<file path="src/rtl/seq_mult_param.sv">
// ---------------------------------------------------------------------------
// seq_mult_param
//   Iterative shift-add multiplier. One multiply takes WIDTH+1 cycles from the
//   start cycle to the done pulse, regardless of operand values. Operands can
//   be treated as unsigned or two's complement, selected per operation.
//
//   Signed operations use sign-magnitude internally. Each operand is reduced
//   to its WIDTH-bit magnitude when the operation is accepted. The magnitudes
//   are multiplied unsigned, and the 2*WIDTH-bit product is negated at the end
//   when the operand signs differ.
//
// Parameters
//   WIDTH      operand width (>= 2); the product is 2*WIDTH bits
//   SIGNED_EN  1: signed_mode is honoured; 0: always unsigned
//
// Ports
//   clk          rising-edge clock
//   rst          synchronous, active-high reset
//   start        operation request, sampled only while busy=0
//   signed_mode  1: a/b are two's complement (sampled with start)
//   a            multiplicand (sampled with start)
//   b            multiplier (sampled with start)
//   busy         high while iterating
//   done         one-cycle pulse when result is valid
//   result       product; holds until the next operation completes
// ---------------------------------------------------------------------------
module seq_mult_param #(
    parameter int WIDTH     = 8,
    parameter bit SIGNED_EN = 1'b1
) (
    input  logic                 clk,
    input  logic                 rst,
    input  logic                 start,
    input  logic                 signed_mode,
    input  logic [WIDTH-1:0]     a,
    input  logic [WIDTH-1:0]     b,
    output logic                 busy,
    output logic                 done,
    output logic [2*WIDTH-1:0]   result
);

    localparam int             CW   = $clog2(WIDTH + 1);
    localparam logic [CW-1:0]  LAST = CW'(WIDTH - 1);

    typedef enum logic [1:0] {
        IDLE = 2'd0,
        CALC = 2'd1,
        DONE = 2'd2
    } state_t;

    state_t              state;
    state_t              state_nxt;
    logic [CW-1:0]       cnt;
    logic [CW-1:0]       cnt_nxt;
    logic                accept;
    logic                last_iter;
    logic                sm_eff;

    // Iteration datapath
    logic [WIDTH-1:0]    mcand;
    logic [2*WIDTH-1:0]  prod;
    logic                neg;
    logic [WIDTH:0]      psum;
    logic [2*WIDTH-1:0]  prod_step;

    // Magnitude of a two's-complement operand. When signed handling is
    // disabled, the operand is passed through unchanged. The most negative
    // value maps to 2^(WIDTH-1), which still fits as a WIDTH-bit unsigned.
    function automatic logic [WIDTH-1:0] magnitude(
        input logic signed [WIDTH-1:0] x,
        input logic                    is_signed
    );
        logic [WIDTH-1:0] m;
        m = x;
        if (is_signed && x[WIDTH-1]) begin
            m = -x;
        end
        return m;
    endfunction

    // Conditional two's-complement negation of the full-width product.
    // A zero product stays zero, so no negative zero can appear.
    function automatic logic [2*WIDTH-1:0] apply_sign(
        input logic [2*WIDTH-1:0] p,
        input logic               negate
    );
        logic [2*WIDTH-1:0] r;
        r = p;
        if (negate) begin
            r = ~p + (2*WIDTH)'(1);
        end
        return r;
    endfunction

    assign sm_eff = SIGNED_EN && signed_mode;

    // One shift-add step (right-shifting accumulator form). The low half of
    // prod starts out holding the multiplier, and its LSB selects whether the
    // multiplicand is added to the upper half. The carry out of that add
    // shifts down into the top bit of the product.
    assign psum      = {1'b0, prod[2*WIDTH-1:WIDTH]} + (prod[0] ? {1'b0, mcand} : '0);
    assign prod_step = {psum, prod[WIDTH-1:1]};

    assign last_iter = (state == CALC) && (cnt == LAST);

    // Next-state and handshake decode
    always_comb begin
        state_nxt = state;
        cnt_nxt   = cnt;
        accept    = 1'b0;
        unique case (state)
            IDLE: begin
                if (start) begin
                    accept    = 1'b1;
                    state_nxt = CALC;
                    cnt_nxt   = '0;
                end
            end
            CALC: begin
                if (cnt == LAST) begin
                    state_nxt = DONE;
                    cnt_nxt   = '0;
                end else begin
                    cnt_nxt   = cnt + CW'(1);
                end
            end
            DONE: begin
                if (start) begin
                    accept    = 1'b1;
                    state_nxt = CALC;
                    cnt_nxt   = '0;
                end else begin
                    state_nxt = IDLE;
                end
            end
            default: begin
                state_nxt = IDLE;
                cnt_nxt   = '0;
            end
        endcase
    end

    assign busy = (state == CALC);
    assign done = (state == DONE);

    // Control state and the visible result register
    always_ff @(posedge clk) begin
        if (rst) begin
            state  <= IDLE;
            cnt    <= '0;
            result <= '0;
        end else begin
            state <= state_nxt;
            cnt   <= cnt_nxt;
            if (last_iter) begin
                result <= apply_sign(prod_step, neg);
            end
        end
    end

    // Operand capture and iteration. These registers are not reset: they are
    // only observed while in CALC, and CALC is always entered through accept.
    always_ff @(posedge clk) begin
        if (accept) begin
            mcand <= magnitude(a, sm_eff);
            prod  <= {{WIDTH{1'b0}}, magnitude(b, sm_eff)};
            neg   <= sm_eff && (a[WIDTH-1] ^ b[WIDTH-1]);
        end else if (state == CALC) begin
            prod  <= prod_step;
        end
    end

endmodule
</file>
<file path="config.mk">
export PLATFORM = sky130hd
export DESIGN_NAME = seq_mult_param
export DESIGN_NICKNAME = d
export VERILOG_FILES = /design/src/rtl/seq_mult_param.sv
export SDC_FILE = /design/constraint.sdc
export NUM_CORES = 1
export LEC_CHECK = 0
export BUFFER_PORTS_ARGS = -buffer_cell sky130_fd_sc_hd__buf_4
export CAP_MARGIN = 20
export CORE_UTILIZATION = 45
export CTS_CLUSTER_SIZE = 28
export DETAILED_ROUTE_END_ITERATION = 6
export GPL_TIMING_DRIVEN = 0
export PLACE_DENSITY = 0.75
export SYNTH_ARGS = -nofsm -noshare
export SYNTH_HDL_FRONTEND = slang
export SYNTH_SLANG_ARGS = --single-unit
</file>
<file path="constraint.sdc">
create_clock -name clk -period 2.9 [get_ports clk]
set_clock_uncertainty 0.05 [all_clocks]
set_input_delay 0.145 -clock clk [delete_from_list [all_inputs] [get_ports clk]]
set_output_delay 0.145 -clock clk [all_outputs]
set_load 0.05 [all_outputs]
</file>
### After elaboration in Yosys (flattened, before gate mapping)

Index checks and enable logic that the tools add are counted.

* register bits after elaboration: 47
* bits of input ports: 20
* output and inout port bits: 18

* add/subtract/negate cells: 5
* equal/unequal tests: 6
* multiplexer cells: 15
* bitwise gates (word level): 2
* reduce and logical (&&, ||, !) cells: 8

Operators with widths (count)
* $mux W8: 5
* $add A16 B1 Y16 const B: 1
* $mux W16: 1
* $neg A8 Y8: 2
* $not A16 Y16: 1
* $add A8 B8 Y9: 1
* $mux W4: 2
* $pmux W4 S2: 1
* $pmux W2 S3: 1
* $add A4 B1 Y4 const B: 1
* $eq A4 B3 Y1 const B: 1
* $logic_and A1 B1 Y1: 4
* $mux W2: 2
* $ne A2 B1 Y1 const B: 2
* $mux W1: 3
* $eq A2 B1 Y1 const B: 1
* $eq A2 B2 Y1 const B: 1
* $logic_not A2 Y1: 1
* $ne A2 B2 Y1 const B: 1
* $reduce_and A2 Y1: 1
* $reduce_bool A2 Y1: 1
* $reduce_or A2 Y1: 1
* $xor A1 B1 Y1: 1

### Longest topological paths before layout

* word-level depth: 5
* mapped depth: 9
* gate-level depth less buffers: 9

### Worst setup path before layout

Ideal clock, no wire load.

* kind: flip-flop to flip-flop
* start: reg prod[0]
* end: reg result[12]
* library setup time: 0.086 ns
* arrival time: 2.559 ns
* required time: 2.764 ns
* slack: 0.205 ns
* cell stages (with the launch flop): 9
* period minus slack after synthesis: 2.695 ns
* cell sequence: edfxtp_1 > and2_1 > ha_1 > fa_1 > or2_2 > or4_4 > o31ai_2 > xor2_1 > a211oi_1

* word-level cells in the longest chain between the ends: 5

Ends and longest elaborated chain
* from (decl): RTL line 61 `logic [2*WIDTH-1:0] prod;`
* from (signal assigned): RTL line 166 `prod <= {{WIDTH{1'b0}}, magnitude(b, sm_eff)};`
* from (signal assigned): RTL line 169 `prod <= prod_step;`
* $mux W8: RTL line 101 `assign psum = {1'b0, prod[2*WIDTH-1:WIDTH]} + (prod[0] ? {1'b0, mcand} : '0);`
* $add A8 B8 Y9: RTL line 101
* via psum[1]: RTL line 63 `logic [WIDTH:0] psum;`
* $not A16 Y16: RTL line 90 `r = ~p + (2*WIDTH)'(1);`
* $add A16 B1 Y16: RTL line 90
* $mux W16: RTL line 89 `if (negate) begin`
* to (signal assigned): RTL line 156 `result <= apply_sign(prod_step, neg);`
* to (decl): RTL line 39 `output logic [2*WIDTH-1:0] result`

The timed path passes the listed nets, and every way through them passes these cells.
A chain may end at the register's enable or synchronous reset.

### Final worst setup path

Ends and elaborated chain as after synthesis.

==> results_dict.tcl <==
set metrics [dict create \
    status "finished, final reports clean" \
    postSynthCellCount 306 \
    most_frequently_used_cell_type_in_the_post_synthesis_netlist "nor2_1" \
    timing.final.crit_period_ps 2750 \
    cts-root-to-sink-buffers 2 \
    synth.area.top_cells "dfxtp_1 (22%), edfxtp_1 (19%), ha_1 (5.5%)" \
    vias 2367 \
    grt_start_max_net_pins 15 \
    totalWireLength_mm 5.77 \
    detail-route-antenna-nets 0 \
    place_inst 415 \
    end_kind "flip-flop" \
    synth.distinct_cells 48 \
    tightestPinTransition_ps 701 \
    synthArstFlopShare_pct 0 \
    clk_pin_slew_worst_paths_ps 80 \
    finalWeightedCongestion 0.853 \
    rows 27 \
    antenna_found_initial 0 \
    syn_area_per_cell_um2 8.92 \
    clock_tree_from_tritoncts "done" \
    design.die.area_um2 6380 \
    io_pins 38 \
    internal_power_mw 1.22 \
    globalRoute.totalOverflow 0 \
    tritoncts.num_buffers 5 \
    cts_sinks 47 \
    post_route_insts_no_fill 425 \
    synth_sequential_area_ratio_pct 40.7 \
    power.clock.fraction_pct 26.3 \
    setup_viol 0 \
    synthTopCellsByCount "nor2_1 (34), dfxtp_1 (30), nand2_1 (25)" \
    average_vias_per_placed_instance 5.57 \
    worst-endpoint-required_ps 3070 \
    per_cell_routed_wire_length_um 13.6 \
    dpl.hpwl_mm 4.56 \
    worst_ep_arrival_time_ps 2920 \
    synth.top_cell.area_share_pct 22.0 \
    die_w_um 79.9 \
    p_sw_mw 0.569 \
    final-hold-violation-count 0 \
    total_core_area_um2 5680 \
    post_synth_instance_area_um2 2730 \
    critical_path_peak_fanout 3 \
    power.share.switching_pct 31.9 \
    syn-num-nets 339 \
    area.growth.synth_to_final_pct 18.2 \
    antenna_cells 0 \
    grt_most_used_layer "met2" \
    fin_util_pct 56.8 \
    placement.io_buffers 37 \
    yosysTopAreaCell "dfxtp_1" \
    share_of_post_route_cells_with_drive_strength_above_1_pct 16.4 \
    clock_tree.htree_level_count 2 \
    slew-limit-headroom_pct 52.5 \
    clock-root-buffer "clkbuf_8" \
    critPathLaunchType "flip-flop" \
    start_util_pct 48.1 \
    power_leakage_nw 1.35 \
    max_clk_rate_mhz 364 \
    fillCellCount 529 \
    detail_route.drc_violations 0 \
    power_density_nw_per_um2 554 \
    crit_type "reg -> reg" \
    grt_use_total_pct 19.9 \
    timing.max_cap.violations 0 \
    synth_enable_flop_cells 17 \
    via_count_of_the_first_global_routing_pass 2211 \
    grtUsageMet2_pct 32.7 \
    detail_route.first_pass.iterations 4 \
    clk-insertion-delay-late_ps 300 \
    synth_ff_type "dfxtp_1" \
    ys_seq_elements 47 \
    worst_hold_path_type "in -> reg" \
    die_h_um 79.9 \
    grt_setup_unrepaired "no" \
    grt_first_pass_wirelength_mm 9.96 \
    timing.final.crit_share_pct 94.8 \
    worst_ir_drop_vdd_mv 0.257 \
    final-max-slew-violation-count 0 \
    yosys_warnings 0 \
    p_comb_share_pct 29.2 \
    drt_iter0_drc 129 \
    grt_use_met3_pct 3.89 \
    global_route.usage.met1_pct 26.0 \
    final_net_count 385 \
    power.sequential.fraction_pct 44.5 \
    timing.setup.tns_ps 0 \
]
==> registers in the layout, indices dropped and copies added (netlist names) <==
name    cells
cnt         4
mcand       8
neg         1
prod       16
result     16
state       2
==> worst paths after layout <==
| check | from | end | slack [ps] | cells after the start |
|---|---|---|---|---|
| worst max-delay path | prod[0]$_DFFE_PP_ | result[12]$_SDFFE_PP0P_ | 150 | 8 |
| worst max register to register | prod[0]$_DFFE_PP_ | result[12]$_SDFFE_PP0P_ | 150 | 8 |
| worst min-delay path | b[0] | prod[0]$_DFFE_PP_ | 80 | 3 |
| worst min register to register | result[9]$_SDFFE_PP0P_ | result[9]$_SDFFE_PP0P_ | 420 | 2 |
==> metal layers <==
metal  vias to the layer above  part of all wire (%)
li1                       1194                     -
met1                      1096                    48
met2                        73                    46
met3                         4                   5.2
met4                         0                  0.95
met5                         -                     0
==> cells by family after synthesis <==
kind of cell	synth area share [%]
muxes	1.15
buffers and inverters	3.76
adders and majority gates	6.24
AOI/OAI and AO/OA	19.8
and+or+nand+nor	20.4
xor gates and xnor gates	8.02
DFF	40.7
==> what timing repair did <==
item | 4_1_cts | 5_1_grt
endpoints found under the setup margin | 0 | 4
hold endpoints to repair | 1 | 0
buffers inserted | 0 | 1
gates resized for setup | 0 | 2
hold buffers | 1 | 0
==> power by group through the flow <==
stage / registers (mW) / clock network (mW) / logic (mW)
5_1_grt: 0.802 / 0.509 / 0.580
3_3_place_gp: 0.806 / 0 / 0.492
2_1_floorplan: 0.795 / 0 / 0.384
3_5_place_dp: 0.810 / 0 / 0.506
4_1_cts: 0.796 / 0.482 / 0.511
6_report: 0.795 / 0.469 / 0.521
==> worst max-delay path, cell delays in order, from the launching register on <==
cell	delay [ps]
edfxtp_1	390
and2_1	150
ha_1	210
fa_1	510
or2_2	340
or4_4	510
o31ai_2	210
xor2_1	90
a211oi_1	210
==> placed cells by master (no fill, tap or decap), types with 3 or more instances in the layout <==
| cell | n |
|---|---|
| and3_1 | 3 |
| inv_1 | 16 |
| nand3b_1 | 3 |
| ha_1 | 12 |
| buf_2 | 4 |
| nand2b_1 | 3 |
| a211oi_1 | 13 |
| a31oi_1 | 4 |
| o31ai_1 | 5 |
| xor2_1 | 15 |
| clkbuf_1 | 8 |
| nor2_1 | 34 |
| clkbuf_8 | 5 |
| or3_1 | 4 |
| edfxtp_1 | 17 |
| a21oi_1 | 19 |
| nor3_1 | 7 |
| o21ai_0 | 16 |
| buf_4 | 38 |
| nand2_1 | 25 |
| a22o_1 | 6 |
| dfxtp_1 | 30 |
| and2_1 | 11 |
| nand3_1 | 9 |
| xnor2_1 | 10 |
==> area by class of cell <==
type                            instances  area (um^2)  area share, %
Buffer                                 10         42.5           1.32
Clock buffer                            7         76.3           2.37
Clock inverter                          1         30.0          0.931
Inverter                               16         60.1           1.86
Multi-Input combinational cell        233         1520           47.1
Sequential cell                        47         1110           34.5
Tap cell                               72         90.1           2.79
Timing Repair Buffer                   39          295           9.16
==> stage by stage <==
stage          hold WS [ps]  instance area (um^2)  setup WS, ps  total power, mW
6_report               82.6                  3220           150             1.78
5_1_grt                84.6                  3220          37.9             1.89
4_1_cts                81.3                  3210          32.5             1.79
3_5_place_dp            298                  3100          64.1             1.32
3_3_place_gp            295                  3100          73.3             1.30
2_1_floorplan           194                  2730           205             1.18
Power figures use the tool's default switching activity.
